$ cat src/rtl/muldiv_sequencer.sv
// -----------------------------------------------------------------------------
// muldiv_sequencer
//
// Iterative multiply/divide unit for the execute stage. It owns the
// architectural HI/LO registers. MULT/MULTU run a radix-2 shift-add, and
// DIV/DIVU run a restoring divide. Both work on operand magnitudes and apply
// the sign in a single FIXUP cycle at the end. MTHI/MTLO write HI/LO
// directly while the unit is idle.
//
// Ports:
//   clk, rst_n   clock (rising edge), asynchronous active-low reset
//   start, op    request in EX: 0 MULT, 1 MULTU, 2 DIV, 3 DIVU,
//                4 MTHI, 5 MTLO, 6/7 no-op
//   a, b         rs / rt operands (forwarded values)
//   rd_req       MFHI/MFLO in EX; it must wait while the unit is busy
//   flush        kills the in-flight operation and blocks start
//   hi, lo       HI / LO registers
//   busy         unit is not idle
//   done         one-cycle pulse after HI/LO are written by mult/div
//   stall        freeze EX and earlier stages
// -----------------------------------------------------------------------------
module muldiv_sequencer #(
    parameter int WIDTH = 32,
    parameter int ITER  = 32
) (
    input  logic             clk,
    input  logic             rst_n,
    input  logic             start,
    input  logic [2:0]       op,
    input  logic [WIDTH-1:0] a,
    input  logic [WIDTH-1:0] b,
    input  logic             rd_req,
    input  logic             flush,
    output logic [WIDTH-1:0] hi,
    output logic [WIDTH-1:0] lo,
    output logic             busy,
    output logic             done,
    output logic             stall
);

    localparam int CW = $clog2(ITER);

    localparam logic [1:0] S_IDLE  = 2'd0;
    localparam logic [1:0] S_RUN   = 2'd1;
    localparam logic [1:0] S_FIXUP = 2'd2;

    localparam logic [2:0] OP_MULT  = 3'd0;
    localparam logic [2:0] OP_MULTU = 3'd1;
    localparam logic [2:0] OP_DIV   = 3'd2;
    localparam logic [2:0] OP_DIVU  = 3'd3;
    localparam logic [2:0] OP_MTHI  = 3'd4;
    localparam logic [2:0] OP_MTLO  = 3'd5;

    logic [1:0]       state;
    logic [CW-1:0]    count;
    logic             is_div;
    logic             sq;        // quotient / product is negative
    logic             sr;        // remainder is negative (dividend sign)
    logic [WIDTH:0]   acc;       // mult: upper product half; div: 33-bit remainder
    logic [WIDTH-1:0] mplr;      // mult: multiplier / lower half; div: dividend -> quotient
    logic [WIDTH-1:0] mcand;     // multiplicand or divisor magnitude
    logic [WIDTH-1:0] a_orig;    // raw rs, returned as HI on divide-by-zero

    // ---------------------------------------------------------------------
    // Request decode and operand conditioning
    // ---------------------------------------------------------------------
    logic             accept;
    logic             op_signed;
    logic             op_is_div;
    logic [WIDTH-1:0] a_neg, b_neg;
    logic [WIDTH-1:0] a_mag, b_mag;

    assign accept    = start && !flush && (state == S_IDLE);
    assign op_signed = (op == OP_MULT) || (op == OP_DIV);
    assign op_is_div = (op == OP_DIV)  || (op == OP_DIVU);
    assign a_neg     = '0 - a;
    assign b_neg     = '0 - b;
    assign a_mag     = (op_signed && a[WIDTH-1]) ? a_neg : a;
    assign b_mag     = (op_signed && b[WIDTH-1]) ? b_neg : b;

    // ---------------------------------------------------------------------
    // Iteration datapath
    // ---------------------------------------------------------------------
    // Multiply: add the multiplicand into the upper half when the multiplier
    // LSB is set, then shift {carry, acc, mplr} right by one. The carry lands
    // in acc[WIDTH-1], so acc[WIDTH] stays zero on the multiply path.
    logic [WIDTH:0]   mul_sum;
    logic [WIDTH:0]   mul_add;
    assign mul_sum = {1'b0, acc[WIDTH-1:0]} + {1'b0, mcand};
    assign mul_add = mplr[0] ? mul_sum : {1'b0, acc[WIDTH-1:0]};

    // Restoring divide: shift the next dividend bit into the remainder and
    // try to subtract the divisor. A non-negative result is kept, and the
    // quotient bit is set to 1.
    logic [WIDTH:0]   div_shift;
    logic [WIDTH:0]   div_trial;
    logic             div_ok;
    assign div_shift = {acc[WIDTH-1:0], mplr[WIDTH-1]};
    assign div_trial = div_shift - {1'b0, mcand};
    assign div_ok    = !div_trial[WIDTH];

    // ---------------------------------------------------------------------
    // Sign fixup
    // ---------------------------------------------------------------------
    logic [2*WIDTH-1:0] prod;
    logic [2*WIDTH-1:0] prod_fix;
    logic [WIDTH-1:0]   quo_fix;
    logic [WIDTH-1:0]   rem_fix;
    logic [WIDTH-1:0]   hi_res;
    logic [WIDTH-1:0]   lo_res;

    assign prod     = {acc[WIDTH-1:0], mplr};
    assign prod_fix = sq ? ('0 - prod) : prod;
    assign quo_fix  = sq ? ('0 - mplr) : mplr;
    assign rem_fix  = sr ? ('0 - acc[WIDTH-1:0]) : acc[WIDTH-1:0];

    always_comb begin
        hi_res = prod_fix[2*WIDTH-1:WIDTH];
        lo_res = prod_fix[WIDTH-1:0];
        if (is_div) begin
            if (mcand == '0) begin
                // Divide by zero: all-ones quotient and the untouched dividend.
                hi_res = a_orig;
                lo_res = '1;
            end else begin
                hi_res = rem_fix;
                lo_res = quo_fix;
            end
        end
    end

    // ---------------------------------------------------------------------
    // Control and state
    // ---------------------------------------------------------------------
    always_ff @(posedge clk or negedge rst_n) begin
        if (!rst_n) begin
            state  <= S_IDLE;
            count  <= '0;
            is_div <= 1'b0;
            sq     <= 1'b0;
            sr     <= 1'b0;
            acc    <= '0;
            mplr   <= '0;
            mcand  <= '0;
            a_orig <= '0;
            hi     <= '0;
            lo     <= '0;
            done   <= 1'b0;
        end else begin
            done <= 1'b0;
            case (state)
                S_IDLE: begin
                    if (accept) begin
                        if (op <= OP_DIVU) begin
                            state  <= S_RUN;
                            count  <= '0;
                            is_div <= op_is_div;
                            sq     <= op_signed && (a[WIDTH-1] ^ b[WIDTH-1]);
                            sr     <= op_signed && a[WIDTH-1];
                            acc    <= '0;
                            mplr   <= a_mag;
                            mcand  <= b_mag;
                            a_orig <= a;
                        end else if (op == OP_MTHI) begin
                            hi <= a;
                        end else if (op == OP_MTLO) begin
                            lo <= a;
                        end
                    end
                end

                S_RUN: begin
                    if (flush) begin
                        state <= S_IDLE;
                    end else begin
                        if (is_div) begin
                            acc  <= div_ok ? div_trial : div_shift;
                            mplr <= {mplr[WIDTH-2:0], div_ok};
                        end else begin
                            acc  <= {1'b0, mul_add[WIDTH:1]};
                            mplr <= {mul_add[0], mplr[WIDTH-1:1]};
                        end
                        count <= count + 1'b1;
                        if (count == CW'(ITER - 1))
                            state <= S_FIXUP;
                    end
                end

                S_FIXUP: begin
                    state <= S_IDLE;
                    if (!flush) begin
                        hi   <= hi_res;
                        lo   <= lo_res;
                        done <= 1'b1;
                    end
                end

                default: state <= S_IDLE;
            endcase
        end
    end

    assign busy  = (state != S_IDLE);
    assign stall = busy && (start || rd_req);

endmodule
$ cat config.mk
export PLATFORM = sky130hd
export DESIGN_NAME = muldiv_sequencer
export DESIGN_NICKNAME = d
export VERILOG_FILES = /design/src/rtl/muldiv_sequencer.sv
export SDC_FILE = /design/constraint.sdc
export NUM_CORES = 1
export LEC_CHECK = 0
export ABC_AREA = 1
export CORE_ASPECT_RATIO = 2
export CORE_MARGIN = 1.5
export CORE_UTILIZATION = 56
export CTS_BUF_LIST = sky130_fd_sc_hd__clkbuf_4 sky130_fd_sc_hd__clkbuf_8
export CTS_CLUSTER_SIZE = 10
export DETAILED_ROUTE_END_ITERATION = 7
export GPL_ROUTABILITY_DRIVEN = 0
export PLACE_DENSITY = 0.79
export SYNTH_ARGS = -nofsm -noshare
export SYNTH_HDL_FRONTEND = slang
export SYNTH_SLANG_ARGS = --single-unit
$ cat constraint.sdc
create_clock -name clk -period 2.28 [get_ports clk]
set_input_delay 0.342 -clock clk [delete_from_list [all_inputs] [get_ports clk]]
set_output_delay 0.342 -clock clk [all_outputs]
set_load 0.05 [all_outputs]
==> impl_metrics.yaml, run 1 <==
run_status:
  status: "aborted with a tool error"
  failing_step: "global routing"
  tool.error: "[ERROR GRT-0232] Routing congestion too high. Check the congestion heatmap in the GUI."
logic_synthesis:
  synth-edff-count: 0
  synth_largest_area_cell: "dfrtp_1"
  syn_area_sq_um: 19500
  postSynthNetCount: 3505
  synth.area.top_cells: "dfrtp_1, nand2_1, nor2_1, inv_1, nand3_1"
  synth_top_area_share: 0.260
  synth_seq_cells: 203
  avgSynthCellArea_sq_um: 5.81
  synth.cells.most_frequent: "nand2_1, nor2_1, inv_1"
  synth.most_common_cell: "nand2_1"
  yosys_warnings: 0
  ys_seq_area_frac: 0.260
  yosysUniqueCellTypes: 46
  synth_flop_cell: "dfrtp_1"
  synth-async-reset-ratio: 1.00
  synthCells: 3361
floorplan:
  pin_count: 139
  die_h_microns: 267
  rows: 96
  initial_core_util: 0.569
  fp.dieW_microns: 135
cts:
  root_buffer: "clkbuf_8"
  cts_max_level: 2
  numCtsBuffers: 34
  clock_sinks: 203
  max-clock-path-buffers: 3
place:
  io_buffers: 138
  pre_cts_ws_ps: -336
  post-dp-hpwl_microns: 65600
global_routing:
  overflow: 7
  grt_max_degree: 77
  grt_use_total: 0.551
[routing by layer]
layer | GRT overflow | GRT usage
met2 | 3 | 0.812
met1 | 0 | 0.527
met5 | 0 | 0.0427
met3 | 0 | 0.263
met4 | 4 | 0.608
[cell families after synthesis]
family	Yosys count	synth area share
AOI/OAI and AO/OA	518	0.140
adders and majority gates	72	0.0469
buffers and inverters	543	0.107
and+or+nand+nor	1942	0.409
DFF	203	0.260
xor gates and xnor gates	83	0.0372
[what timing repair did]
item	4_1_cts
setup buffers	16
hold endpoints to repair	58
setup endpoints to repair	66
pin swaps	5
cloned	2
hold buffers	1
gates resized for setup	77
[per-stage QoR]
step	TNS, ps	instances	utilization	area [sq um]	hold WS, ps
2_1_floorplan	-4.34	3361	-	19600	46.4
3_3_place_gp	-9700	4251	0.714	24500	394
3_5_place_dp	-15610	4251	0.714	24500	390
4_1_cts	-3520	4328	0.748	25700	341
==> inputs of run 2 (changes only) <==
CORE_ASPECT_RATIO = not set   (was 2)
CORE_UTILIZATION = 40   (was 56)
CTS_BUF_LIST = not set   (was sky130_fd_sc_hd__clkbuf_4 sky130_fd_sc_hd__clkbuf_8)
CTS_CLUSTER_SIZE = not set   (was 10)
PLACE_DENSITY = not set   (was 0.79)
PLACE_DENSITY_LB_ADDON = 0.15   (was not set)
clock period = 2.95 ns   (was 2.28 ns; I/O delays follow)
==> run 2 against run 1 <==
Compared with the run above:
- the flow now finishes without violations
- synthesized area unchanged
- synthesized cell count unchanged
==> impl_metrics.yaml, run 2 <==
logic_synthesis:
  yosys_warnings: 0
  synth_flop_cell: "dfrtp_1"
  synth_seq_cells: 203
  synth-edff-count: 0
  synth.most_common_cell: "nand2_1"
  synth.cells.most_frequent: "nand2_1, nor2_1, inv_1"
  syn_area_sq_um: 19500
  synth.area.top_cells: "dfrtp_1, nand2_1, nor2_1, inv_1, nand3_1"
  synth-async-reset-ratio: 1.00
  yosysUniqueCellTypes: 46
  synth_top_area_share: 0.260
  postSynthNetCount: 3505
  ys_seq_area_frac: 0.260
  synth_largest_area_cell: "dfrtp_1"
  synthCells: 3361
  avgSynthCellArea_sq_um: 5.81
power:
  swShare: 0.534
  p_total_mw: 20.8
  p_leak_nw: 11.4
  peakVddDrop_mv: 0.475
  power.share.clock: 0.166
  p_comb_frac: 0.626
  pwr-share-seq: 0.208
  power_switching_mw: 11.1
  power.internal_mw: 9.71
  p_per_area_nw_per_um2: 912
floorplan:
  fp.dieW_microns: 224
  die_h_microns: 224
  initial_core_util: 0.408
  dieArea_sq_um: 50200
  rows: 80
  core_area_sq_um: 47900
  pin_count: 139
setup_path:
  cp_slowest_cell: "fa_1"
  crit_type: "reg -> reg"
  path_delay_family: "simple AND/OR/NAND/NOR gates"
  crit_path_max_incr_delay_ps: 430
  crit_buf_inv: 3
  startpoint_type: "flop"
  r2r_slack_ps: 190
  endpoint_kind: "flop"
  crit_arrival_ps: 3200
  crit_fanout: 32
  path_cells: "inv_1, ha_1, fa_1, inv_1, nand2_1, nand2_1, nand3_1, nand2_1, nand2_1, nand2_2, nand2_2, nand2_1, nand2_2, buf_6, nand3_1, nand3_1, nand2_1, o21ai_0"
  cpMostUsedCell: "nand2_1"
  cp.required_ps: 3390
cts:
  cts_tree: "done"
  max-clock-path-buffers: 3
  path_clk_slew_ps: 60
  numCtsBuffers: 27
  post_cts_buffers: 0
  clock_sinks: 203
  insertion_delay_ps: 580
  root_buffer: "clkbuf_16"
  cts_max_level: 1
route:
  detailroute.via_count: 23100
  drt-initial-drc-count: 2920
  post_drt_via_cell_ratio: 5.60
  dr.pass1.iters: 7
  wl_per_cell_microns: 19.6
  drtAntennaViolNets: 0
  wirelength_microns: 81000
  drcViolationCount: 0
global_routing:
  grtUsageMet2: 0.439
  first_global_vias: 20700
  grt_use_met3: 0.0902
  grt_max_degree: 97
  busiest_layer: "met1"
  use_met1: 0.472
  grt_use_total: 0.317
  overflow: 0
  antenna_found_initial: 2
  grt_pass1_wl_microns: 123000
place:
  dpl-instance-area_sq_um: 21900
  post-dp-hpwl_microns: 64400
  dp_cells: 4073
  pre_cts_ws_ps: 233
  io_buffers: 138
timing:
  setup_tns_ps: 0
  tightest_slew_ps: 749
  slew_viol_final: 0
  finalCriticalPeriod_ps: 2760
  skew_ps: 16.9
  rsz0062_at_grt: "false"
  fin_ws_ps: 186
  relSlewSlack: 0.495
  hold_ws_ps: 456
  fin_crit_sh: 0.937
  fmax_ghz: 0.362
  setup_viol: 0
  final-hold-violation-count: 0
final_layout:
  final_common_cell: "nand2_1"
  area_growth_pct: 16.8
  final-instance-count-excl-fill: 4124
  final_area_sq_um: 22800
  layout_common_cells: "nand2_1, nor2_1, inv_1"
  fin_util: 0.476
  drive_above_1_share: 0.0487
  nets: 3632
run_status:
  status: "complete, no violations"
run:
  maxCapViolCount: 0
worst_hold_path:
  hold_class: "in -> async"
[run 2: cell counts after synthesis]
Identical to the previous run, type by type.
[run 2: worst paths after layout]
| kind | cells past startpoint | from | end |
|---|---|---|---|
| max | 18 | mplr[31]$_DFFE_PN0P_ | acc[18]$_DFFE_PN0P_ |
| min | 2 | rst_n | acc[22]$_DFFE_PN0P_ |
| max reg2reg | 18 | mplr[31]$_DFFE_PN0P_ | acc[18]$_DFFE_PN0P_ |
| min reg2reg | 2 | lo[2]$_DFFE_PN0P_ | lo[2]$_DFFE_PN0P_ |
| max in group asynchronous | 3 | rst_n | mcand[19]$_DFFE_PN0P_ |
| min in group clk | 2 | lo[2]$_DFFE_PN0P_ | lo[2]$_DFFE_PN0P_ |
[run 2: repair_timing]
action / in CTS / in global routing
endpoints found under the hold margin: 73 / 0
hold buffers: 1 / 0
gates resized for setup: 0 / 3
endpoints found under the setup margin: 0 / 8
[run 2: worst register-to-register path, cell delays in order, from the launching register on]
cell and delay [ps]:
dfrtp_1 340, inv_1 70, ha_1 240, fa_1 430, inv_1 150, nand2_1 70
nand2_1 80, nand3_1 80, nand2_1 160, nand2_1 90, nand2_2 90, nand2_2 70
nand2_1 80, nand2_2 100, buf_6 240, nand3_1 110, nand3_1 70, nand2_1 90
o21ai_0 80
[run 2: cells by family after synthesis]
logic type / after synthesis / synth area share
adder cells (fa/ha/maj): 72 / 0.0469
XOR/XNOR: 83 / 0.0372
buffers and inverters: 543 / 0.107
flip-flops: 203 / 0.260
AND/OR/NAND/NOR: 1942 / 0.409
AO/OA/AOI/OAI: 518 / 0.140
[run 2: per-layer routing]
metal,part of all wire,wire length (microns)
met1,0.44,36000
met2,0.39,31600
met3,0.14,10900
met4,0.030,2430
met5,0.00015,12
[run 2: power by group through the flow]
| stage | Clock [mW] | Sequential, mW | Combinational (mW) |
|---|---|---|---|
| after floorplan | 0 | 5.05 | 7.71 |
| final | 3.45 | 4.33 | 13.0 |
| after global placement | 0 | 4.32 | 12.5 |
| after detailed placement | 0 | 4.35 | 12.5 |
| after CTS | 3.50 | 4.30 | 12.6 |
| after global routing | 3.59 | 4.41 | 14.2 |
[run 2: layout make-up]
cell class / instances / area (sq um)
Antenna cell: 1 / 2.50
Clock buffer: 39 / 771
Clock inverter: 10 / 144
Fill cell: 4993 / 25100
Inverter: 419 / 1570
Multi-Input combinational cell: 2615 / 12400
Sequential cell: 203 / 5080
Tap cell: 615 / 769
Timing Repair Buffer: 222 / 2090
Power figures use the tool's default switching activity.
